[src/rtl/ysyx_22050243_ctrl_pkg.sv]
// Shared definitions for the multi-cycle control FSM:
// opcodes, state encoding, halt causes and control bundle.
package ysyx_22050243_ctrl_pkg;

  localparam int CTRL_W = 14;

  localparam logic [6:0] OP_LUI    = 7'b0110111;
  localparam logic [6:0] OP_AUIPC  = 7'b0010111;
  localparam logic [6:0] OP_JAL    = 7'b1101111;
  localparam logic [6:0] OP_JALR   = 7'b1100111;
  localparam logic [6:0] OP_BRANCH = 7'b1100011;
  localparam logic [6:0] OP_LOAD   = 7'b0000011;
  localparam logic [6:0] OP_STORE  = 7'b0100011;
  localparam logic [6:0] OP_IMM    = 7'b0010011;
  localparam logic [6:0] OP_OP     = 7'b0110011;
  localparam logic [6:0] OP_IMM32  = 7'b0011011;
  localparam logic [6:0] OP_32     = 7'b0111011;
  localparam logic [6:0] OP_FENCE  = 7'b0001111;
  localparam logic [6:0] OP_SYSTEM = 7'b1110011;

  typedef enum logic [2:0] {
    S_IDLE   = 3'd0,
    S_FETCH  = 3'd1,
    S_DECODE = 3'd2,
    S_EXEC   = 3'd3,
    S_MEM    = 3'd4,
    S_WB     = 3'd5,
    S_HALT   = 3'd6
  } state_t;

  typedef enum logic [1:0] {
    HC_NONE    = 2'b00,
    HC_EBREAK  = 2'b01,
    HC_ILLEGAL = 2'b10,
    HC_TIMEOUT = 2'b11
  } hcause_t;

  typedef struct packed {
    logic       csr_r;
    logic       alu_src;
    logic [2:0] mem2reg;
    logic       reg_w;
    logic       mem_r;
    logic       mem_w;
    logic       branch;
    logic [1:0] pc_src;
    logic [2:0] alu_op;
  } ctrl_t;

endpackage

[src/rtl/ysyx_22050243_ctrl_dec.sv]
// Combinational opcode decoder producing the control bundle
// plus ebreak / illegal flags.
module ysyx_22050243_ctrl_dec
  import ysyx_22050243_ctrl_pkg::*;
#(
  parameter int XLEN = 64
) (
  input  logic [6:0] opcode,
  input  logic [2:0] funct3,
  output ctrl_t      ctrl,
  output logic       ebreak,
  output logic       illegal
);

  localparam bit RV64 = (XLEN == 64);

  always_comb begin
    ctrl    = '0;
    ebreak  = 1'b0;
    illegal = 1'b0;
    unique case (1'b1)
      opcode == OP_LUI:
        ctrl = ctrl_t'(14'b0_0_010_1_0_0_0_00_000);
      opcode == OP_AUIPC:
        ctrl = ctrl_t'(14'b0_0_100_1_0_0_0_00_000);
      opcode == OP_JAL:
        ctrl = ctrl_t'(14'b0_0_011_1_0_0_0_01_000);
      opcode == OP_JALR:
        ctrl = ctrl_t'(14'b0_0_011_1_0_0_0_10_000);
      opcode == OP_BRANCH:
        ctrl = ctrl_t'(14'b0_0_000_0_0_0_1_00_001);
      opcode == OP_LOAD:
        ctrl = ctrl_t'(14'b0_1_001_1_1_0_0_00_000);
      opcode == OP_STORE:
        ctrl = ctrl_t'(14'b0_1_000_0_0_1_0_00_000);
      opcode == OP_IMM:
        ctrl = ctrl_t'(14'b0_1_000_1_0_0_0_00_011);
      opcode == OP_OP:
        ctrl = ctrl_t'(14'b0_0_000_1_0_0_0_00_010);
      opcode == OP_IMM32 && RV64:
        ctrl = ctrl_t'(14'b0_1_000_1_0_0_0_00_111);
      opcode == OP_32 && RV64:
        ctrl = ctrl_t'(14'b0_0_000_1_0_0_0_00_110);
      opcode == OP_FENCE:
        ctrl = '0;
      opcode == OP_SYSTEM && funct3 != 3'b000:
        ctrl = ctrl_t'(14'b1_0_101_1_0_0_0_00_000);
      opcode == OP_SYSTEM && funct3 == 3'b000:
        ebreak = 1'b1;
      default:
        illegal = 1'b1;
    endcase
  end

endmodule

[src/rtl/ysyx_22050243_ctrl_fsm.sv]
// Multi-cycle control FSM: fetch/decode/exec/mem/wb sequencing
// with bounded IFU/LSU waits and sticky halt.
module ysyx_22050243_ctrl_fsm
  import ysyx_22050243_ctrl_pkg::*;
#(
  parameter int XLEN    = 64,
  parameter int TIMEOUT = 255
) (
  input  logic        clk,
  input  logic        rst,
  input  logic        start,
  input  logic [31:0] inst,
  output logic        ifu_req_valid,
  input  logic        ifu_req_ready,
  input  logic        ifu_rsp_valid,
  output logic        lsu_req_valid,
  input  logic        lsu_req_ready,
  input  logic        lsu_rsp_valid,
  output logic        alu_src,
  output logic [2:0]  mem2reg,
  output logic        mem_r,
  output logic        mem_w,
  output logic        branch,
  output logic [1:0]  pc_src_ctrl,
  output logic [2:0]  alu_op,
  output logic        csr_r,
  output logic        ir_we,
  output logic        reg_we,
  output logic        pc_we,
  output logic        halt,
  output logic [1:0]  halt_cause,
  output logic [2:0]  state
);

  localparam int CW = $clog2(TIMEOUT + 1);
  localparam logic [CW-1:0] CNT_LAST = CW'(TIMEOUT - 1);

  state_t         st_q, st_d;
  hcause_t        hc_q, hc_d;
  ctrl_t          ctrl_q, dec_ctrl;
  logic           acc_q;
  logic [CW-1:0]  cnt_q;
  logic [6:0]     op_q;
  logic [2:0]     f3_q;
  logic           dec_ebreak, dec_illegal;
  logic           wait_st, req_fire, rsp_hit, expire;
  logic           inst_unused;

  assign inst_unused = ^{inst[31:15], inst[11:7]};

  ysyx_22050243_ctrl_dec #(
    .XLEN(XLEN)
  ) u_dec (
    .opcode (op_q),
    .funct3 (f3_q),
    .ctrl   (dec_ctrl),
    .ebreak (dec_ebreak),
    .illegal(dec_illegal)
  );

  assign ifu_req_valid = (st_q == S_FETCH) && !acc_q;
  assign lsu_req_valid = (st_q == S_MEM) && !acc_q;
  assign wait_st  = (st_q == S_FETCH) || (st_q == S_MEM);
  assign req_fire = (ifu_req_valid && ifu_req_ready) ||
                    (lsu_req_valid && lsu_req_ready);
  // response counts from the accept cycle onward
  assign rsp_hit  = (acc_q || req_fire) &&
                    ((st_q == S_FETCH) ? ifu_rsp_valid : lsu_rsp_valid);
  assign expire   = wait_st && !rsp_hit && (cnt_q == CNT_LAST);

  assign ir_we       = (st_q == S_FETCH) && rsp_hit;
  assign pc_we       = (st_q == S_WB);
  assign reg_we      = pc_we && ctrl_q.reg_w;
  assign halt        = (st_q == S_HALT);
  assign halt_cause  = hc_q;
  assign state       = st_q;
  assign alu_src     = ctrl_q.alu_src;
  assign mem2reg     = ctrl_q.mem2reg;
  assign mem_r       = ctrl_q.mem_r;
  assign mem_w       = ctrl_q.mem_w;
  assign branch      = ctrl_q.branch;
  assign pc_src_ctrl = ctrl_q.pc_src;
  assign alu_op      = ctrl_q.alu_op;
  assign csr_r       = ctrl_q.csr_r;

  always_comb begin
    st_d = st_q;
    hc_d = hc_q;
    case (st_q)
      S_IDLE:
        if (start) st_d = S_FETCH;
      S_FETCH, S_MEM:
        if (rsp_hit) begin
          st_d = (st_q == S_FETCH) ? S_DECODE : S_WB;
        end else if (expire) begin
          st_d = S_HALT;
          hc_d = HC_TIMEOUT;
        end
      S_DECODE:
        if (dec_ebreak) begin
          st_d = S_HALT;
          hc_d = HC_EBREAK;
        end else if (dec_illegal) begin
          st_d = S_HALT;
          hc_d = HC_ILLEGAL;
        end else begin
          st_d = S_EXEC;
        end
      S_EXEC:
        st_d = (ctrl_q.mem_r || ctrl_q.mem_w) ? S_MEM : S_WB;
      S_WB:
        st_d = S_FETCH;
      S_HALT:
        st_d = S_HALT;
      default:
        st_d = S_IDLE;
    endcase
  end

  always_ff @(posedge clk or posedge rst) begin
    if (rst) begin
      st_q   <= S_IDLE;
      hc_q   <= HC_NONE;
      acc_q  <= 1'b0;
      cnt_q  <= '0;
      op_q   <= '0;
      f3_q   <= '0;
      ctrl_q <= '0;
    end else begin
      st_q <= st_d;
      hc_q <= hc_d;
      if (wait_st && st_d == st_q) begin
        acc_q <= acc_q || req_fire;
        cnt_q <= cnt_q + 1'b1;
      end else begin
        acc_q <= 1'b0;
        cnt_q <= '0;
      end
      if (ir_we) begin
        op_q <= inst[6:0];
        f3_q <= inst[14:12];
      end
      if (st_q == S_DECODE && st_d == S_EXEC) ctrl_q <= dec_ctrl;
    end
  end

endmodule
[config.mk]
export PLATFORM = sky130hd
export DESIGN_NAME = ysyx_22050243_ctrl_fsm
export DESIGN_NICKNAME = d
export VERILOG_FILES = /design/src/rtl/ysyx_22050243_ctrl_pkg.sv /design/src/rtl/ysyx_22050243_ctrl_dec.sv /design/src/rtl/ysyx_22050243_ctrl_fsm.sv
export SDC_FILE = /design/constraint.sdc
export NUM_CORES = 1
export LEC_CHECK = 0
export ABC_AREA = 0
export ABC_CLOCK_PERIOD_IN_PS = 3100
export CAP_MARGIN = 20
export CORE_UTILIZATION = 40
export DETAILED_ROUTE_END_ITERATION = 10
export PLACE_DENSITY = 0.71
export SLEW_MARGIN = 20
export SYNTH_ARGS = -nofsm -noshare
export SYNTH_HDL_FRONTEND = slang
export SYNTH_SLANG_ARGS = --single-unit
[constraint.sdc]
create_clock -name clk -period 3.1 [get_ports clk]
set_input_delay 0.62 -clock clk [delete_from_list [all_inputs] [get_ports clk]]
set_output_delay 0.62 -clock clk [all_outputs]
set_load 0.05 [all_outputs]
==> flow_summary_export.csv, run 1 <==
group,metric,value,unit
run_status,status,"completed",
timing,finalSetupViolCount,0,
cells_and_area,layout-drive-gt1-share,15.8,%
timing,drv_slew,0,
place,hpwl,2750,um
global_routing,grt_max_degree,39,
timing,worst_slack,0.234,ns
synthesis,synth_top_area_share,46.2,%
global_routing,track_usage,16.2,%
clock_tree,clock-root-buffer,"clkbuf_8",
synthesis,ys_types,46,
global_routing,grt_busiest_layer,"met2",
global_routing,grtUsageMet2,24.9,%
die,ios,63,
critical_path,critPathTopFamily,"buffers and inverters",
timing,clock-skew-final,0.00747,ns
place,port_buffers,40,
die,core-area,4850,um^2
global_routing,grtUsageMet1,22.2,%
critical_path,arrival,2.25,ns
timing,finalSetupTns,0,ns
critical_path,end_kind,"output pin",
detailed_routing,dr.first_iter.drc_count,89,
synthesis,yosysMostFrequentCell,"dfrtp_1",
critical_path,critPathBufInv,1,
timing,timing.fmax,349,MHz
hold_path,hp-class,"reg -> reg",
clock_tree,cts_tree,"yes",
power,leakage,0.00113,uW
die,die_w,73.7,um
clock_tree,htree_levels,2,
cells_and_area,area_growth,24.4,%
die,die_h,73.7,um
die,initial_core_util,42.5,%
clock_tree,cts_hold_buffers,0,
clock_tree,clkLatencyLatePin,0.29,ns
timing,rsz0062_at_grt,"no",
clock_tree,cts.sinks,38,
place,place.gp.congestion,0.780,
critical_path,crit_required,2.48,ns
synthesis,synthArstFlopShare,100,%
detailed_routing,wl_per_cell,13.6,um
timing,worst_pin_slew,0.704,ns
global_routing,grt_pass1_vias,1381,
detailed_routing,avgViaCountPerCell,5.09,
synthesis,netlist.top_cell.by_area,"dfrtp_1",
critical_path,slowest_stage,"clkdlybuf4s50_1",
global_routing,grt-ovfl-total,0,
timing,slew_headroom,52.8,%
power,switching_power,821,uW
power,intPower,1140,uW
critical_path,crit_chain,"nor3b_1, nor2b_1, clkdlybuf4s50_1",
clock_tree,post_cts_resized,0,
synthesis,syn_area,2060,um^2
detailed_routing,drt_drc_violations_left,0,
synthesis,synth_edf_count,0,
power,vdd_drop_max,0.343,mV
clock_tree,cts_buffers,5,
synthesis,synth_warnings,0,
power,clkPwrFrac,18.2,%
global_routing,grt_pass1_wl,6580,um
cells_and_area,antenna_cells,0,
clock_tree,post_cts_buffers,0,
global_routing,grt.met3_usage,4.12,%
critical_path,cp_max_fo,14,
critical_path,cp-start-kind,"register",
run,maxCapViolCount,0,
global_routing,antenna_found_initial,0,
synthesis,synthTopCellsByArea,"dfrtp_1 (46%), mux2_2 (8.2%), mux2_4 (3.6%)",
timing,period_share,92.5,%
die,die-area,5440,um^2
power,p_seq_share,40.1,%
cells_and_area,layout.nets,268,
power,p_per_area,764,nW/um^2
detailed_routing,wl,4010,um
clock_tree,cts_buffer_depth,2,
detailed_routing,vias,1503,
detailed_routing,drtAntennaViolNets,0,
clock_tree,cts.clk_slew.worst_paths,0.08,ns
power,pwr-share-comb,41.8,%
timing,hold_viol,0,
synthesis,synth_commonest_cells,"dfrtp_1 (38), nor2_1 (18), mux2_2 (15), inv_1 (12), nand2_1 (10)",
detailed_routing,drt_first_pass_iters,4,
power,switching_share,41.9,%
synthesis,synth_ff_type,"dfrtp_1",
timing,finalCriticalPeriod,2.87,ns
synthesis,seq_area_frac_synth,46.2,%
critical_path,cpPeakStageDelay,0.81,ns
synthesis,synthCells,195,
die,row_count,25,
critical_path,setup.worst_path.class,"reg -> out",
synthesis,syn-num-nets,236,
synthesis,ys_seq_elements,38,
synthesis,syn_area_per_cell,10.6,um^2
place,dp_slack,0.378,ns
## worst paths after layout
kind,start,to,slack [ns],cells past startpoint
min reg2reg,ctrl_q[8],ctrl_q[8],0.51,1
max in group asynchronous,rst,csr_r,2.03,3
max,state[1],ifu_req_valid,0.23,3
min in group asynchronous,rst,mem_w,0.74,3
min,ctrl_q[8],ctrl_q[8],0.51,1
max reg2reg,op_q[3],pc_src_ctrl[1],0.82,5
## kinds of logic after synthesis
family	after synthesis	share of synthesized area, %
AOI/OAI and AO/OA	24	8.81
xor gates and xnor gates	7	2.98
adders and majority gates	2	1.22
buffers and inverters	31	7.90
DFF	38	46.2
muxes	27	15.3
and+or+nand+nor	66	17.6
## worst reg2reg max path, stage by stage (launching register included)
cell,delay (ns)
dfrtp_1,0.54
or3b_1,0.38
a211o_1,0.35
a31oi_4,0.26
nand3b_4,0.27
mux2_4,0.38
## cell type report
| type | count | area (um^2) |
|---|---|---|
| clock buffer | 6 | 82.6 |
| timing repair buffer | 44 | 440 |
| sequential | 38 | 951 |
| inverter | 12 | 45.0 |
| multi-input combinational | 126 | 945 |
| fill | 436 | 2290 |
| clock inverter | 2 | 12.5 |
| tap | 67 | 83.8 |
## power by group through the flow
| stage | registers, uW | clock network, uW | logic, uW |
|---|---|---|---|
| 2_1_floorplan | 760 | 0 | 619 |
| 3_3_place_gp | 785 | 0 | 799 |
| 3_5_place_dp | 789 | 0 | 812 |
| 4_1_cts | 780 | 368 | 822 |
| 5_1_grt | 807 | 391 | 888 |
| 6_report | 784 | 355 | 817 |
## registers in the layout (all words and copies together), names as in the netlist
name	cells
cnt_q	8
op_q	7
alu_op	3
f3_q	3
mem2reg	3
state	3
halt_cause	2
pc_src_ctrl	2
acc_q	1
alu_src	1
branch	1
csr_r	1
ctrl_q	1
mem_r	1
mem_w	1
## cell usage in the layout (no fill, tap or decap), types with 2 or more instances in the layout
master and count:
nor3_1 7, xnor2_1 4, inv_1 12, nand2b_1 2, mux2_2 15, or3_1 3
nand2_1 10, mux2i_1 7, mux2_4 5, clkbuf_8 6, nand3_1 4, o31a_1 2
nand4_1 3, and2_1 2, ha_1 2, o31ai_1 2, clkdlybuf4s50_1 39, o21ai_0 5
nor3b_1 2, buf_4 4, xor2_1 3, nor2_1 18, dfrtp_1 38, nand3b_1 3
nor4_1 4, a21oi_1 5
## per-stage QoR
stage	cells	util, %	hold slack (ns)	cell area (um^2)	power (uW)
2_1_floorplan	195	-	0.470	2060	1380
3_3_place_gp	287	50.8	0.487	2460	1580
3_5_place_dp	287	50.8	0.495	2460	1600
4_1_cts	295	52.8	0.513	2560	1970
5_1_grt	295	52.8	0.523	2560	2090
6_report	295	52.8	0.505	2560	1960
## per-layer routing
metal	wire (um)	share of wire (%)
met5	0	0
met4	51	1.3
met3	190	4.7
met2	1830	46
met1	1930	48
Note: power is estimated with default switching activity, not from simulation.
==> run 2: changes to the inputs <==
--- a/config.mk
+++ b/config.mk
@@ -6,7 +6,6 @@
 export NUM_CORES = 1
 export LEC_CHECK = 0
 export ABC_AREA = 0
-export ABC_CLOCK_PERIOD_IN_PS = 3100
 export CAP_MARGIN = 20
 export CORE_UTILIZATION = 40
 export DETAILED_ROUTE_END_ITERATION = 10
==> results of run 2 <==
Same layout as run 1: the final DEF is identical, and so are final timing and power.
==> run 3: changes to the inputs <==
--- a/config.mk
+++ b/config.mk
@@ -8,6 +8,7 @@
 export ABC_AREA = 0
 export CAP_MARGIN = 20
 export CORE_UTILIZATION = 40
+export CTS_CLUSTER_SIZE = 30
 export DETAILED_ROUTE_END_ITERATION = 10
 export PLACE_DENSITY = 0.71
 export SLEW_MARGIN = 20
==> constraint.sdc (replaced) <==
create_clock -name clk -period 2.9 [get_ports clk]
set_input_delay 0.58 -clock clk [delete_from_list [all_inputs] [get_ports clk]]
set_output_delay 0.58 -clock clk [all_outputs]
set_load 0.05 [all_outputs]
==> run 3 against run 2 <==
Clock skew is essentially flat. Cell count is 0.68% higher. Combinational power grew 9.9%. Via count up 0.33%. First-iteration DRC count down 22%. Die area did not move. Sequential share of layout area is 0.22 points lower. Sequential cell count unchanged. Critical path type unchanged. Critical endpoint unchanged.
==> flow_summary_export.csv, run 3 (synthesized netlist as in run 1, its figures left out) <==
group,metric,value,unit
run_status,status,"completed",
run,maxCapViolCount,0,
power,pwr-share-comb,42.9,%
global_routing,grt_max_degree,39,
clock_tree,clock-root-buffer,"clkbuf_8",
power,intPower,1230,uW
global_routing,track_usage,15.7,%
timing,slew_headroom,54.6,%
critical_path,cp_max_fo,11,
critical_path,arrival,2.17,ns
place,port_buffers,40,
die,die_w,73.7,um
detailed_routing,drt_first_pass_iters,4,
timing,drv_slew,0,
power,switching_power,863,uW
cells_and_area,final_cell_mix,"clkdlybuf4s50_1 (39), dfrtp_1 (38), nor2_1 (18)",
place,hpwl,2780,um
die,ios,63,
cells_and_area,area_growth,25.1,%
timing,period_share,95.0,%
global_routing,grt_pass1_wl,6490,um
power,p_per_area,814,nW/um^2
detailed_routing,drtAntennaViolNets,0,
cells_and_area,register_area,951,um^2
clock_tree,clkLatencyLatePin,0.29,ns
detailed_routing,drt_drc_violations_left,0,
global_routing,grt-ovfl-total,0,
timing,rsz0062_at_grt,"no",
detailed_routing,vias,1508,
place,place.gp.congestion,0.781,
cells_and_area,layout.nets,270,
critical_path,r2r_slack,0.61,ns
global_routing,antenna_found_initial,0,
die,die_h,73.7,um
clock_tree,cts_tree,"yes",
die,die-area,5440,um^2
critical_path,setup.worst_path.class,"reg -> out",
clock_tree,cts_buffers,5,
timing,worst_pin_slew,0.677,ns
cells_and_area,regMostFlops,"cnt_q",
cells_and_area,antenna_cells,0,
clock_tree,htree_levels,2,
clock_tree,post_cts_buffers,0,
timing,clock-skew-final,0.00770,ns
cells_and_area,layout-drive-gt1-share,16.5,%
power,vdd_drop_max,0.295,mV
timing,timing.fmax,363,MHz
power,p_seq_share,39.1,%
power,leakage,0.00114,uW
clock_tree,post_cts_resized,0,
critical_path,cp-start-kind,"register",
critical_path,end_kind,"output pin",
cells_and_area,reg_top3,"cnt_q (8), op_q (7)",
detailed_routing,avgViaCountPerCell,5.08,
cells_and_area,multi_input_area,945,um^2
timing,hold_viol,0,
detailed_routing,dr.first_iter.drc_count,69,
power,clkPwrFrac,18.0,%
die,initial_core_util,42.5,%
clock_tree,cts.sinks,38,
power,switching_share,41.2,%
cells_and_area,largest_reg_flops,8,
timing,finalSetupViolCount,0,
clock_tree,cts_buffer_depth,2,
timing,finalCriticalPeriod,2.75,ns
die,row_count,25,
critical_path,crit_required,2.32,ns
cells_and_area,num-fill-cells,427,
clock_tree,cts.clk_slew.worst_paths,0.08,ns
die,core-area,4850,um^2
timing,finalSetupTns,0,ns
cells_and_area,layout_commonest_cell,"clkdlybuf4s50_1",
power,power,2100,uW
clock_tree,cts_hold_buffers,0,
detailed_routing,wl_per_cell,12.9,um
hold_path,hp-class,"reg -> reg",
global_routing,grt_pass1_vias,1392,
detailed_routing,wl,3830,um
run 3: changes by cell type in the layout (fill, tap and decap cells not counted), sizes merged:
cell	delta
buf	+2
run 3: layout make-up:
type / count / share of cell area [%]
multi-input combinational: 126 / 36.7
inverter: 12 / 1.75
tap: 67 / 3.26
clock inverter: 2 / 0.486
sequential: 38 / 36.9
timing repair buffer: 46 / 17.7
clock buffer: 6 / 3.21
run 3: power by group through the flow:
stage,logic (uW),clock network (uW),registers [uW]
2_1_floorplan,662,0,812
3_3_place_gp,892,0,823
3_5_place_dp,903,0,830
4_1_cts,905,391,819
5_1_grt,972,415,844
6_report,898,378,820
run 3: routing by layer:
metal | share of wire [%] | track usage, % | vias up
met1 | 50 | 21.6 | 725
met3 | 3.6 | 3.57 | 5
met5 | 0 | 0 | -
li1 | - | - | 743
met2 | 45 | 23.9 | 35
met4 | 1.3 | 6.41 | 0
run 3: path summary, 6_finish.rpt:
kind	start	end	cells after the start
min in group asynchronous	rst	f3_q[2]	3
max in group asynchronous	rst	op_q[2]	3
worst min register to register	ctrl_q[8]	ctrl_q[8]	1
worst max-delay path	state[2]	ifu_req_valid	3
worst max register to register	op_q[3]	alu_op[0]	5
worst min-delay path	ctrl_q[8]	ctrl_q[8]	1
run 3: through the flow:
stage	utilization (%)	hold slack (ns)	area, um^2	instances	setup slack (ns)
after global placement	51.1	0.486	2480	289	0.354
after floorplan	-	0.470	2060	195	0.130
after detailed placement	51.1	0.492	2480	289	0.323
final	53.1	0.508	2570	297	0.145
after global routing	53.1	0.523	2570	297	0.0681
after CTS	53.1	0.511	2570	297	0.130
run 3: worst max-delay path, stage by stage (launching register included):
cell             delay [ns]
dfrtp_1                0.49
nor3b_1                0.41
nor2b_1                0.18
clkdlybuf4s50_1        0.81
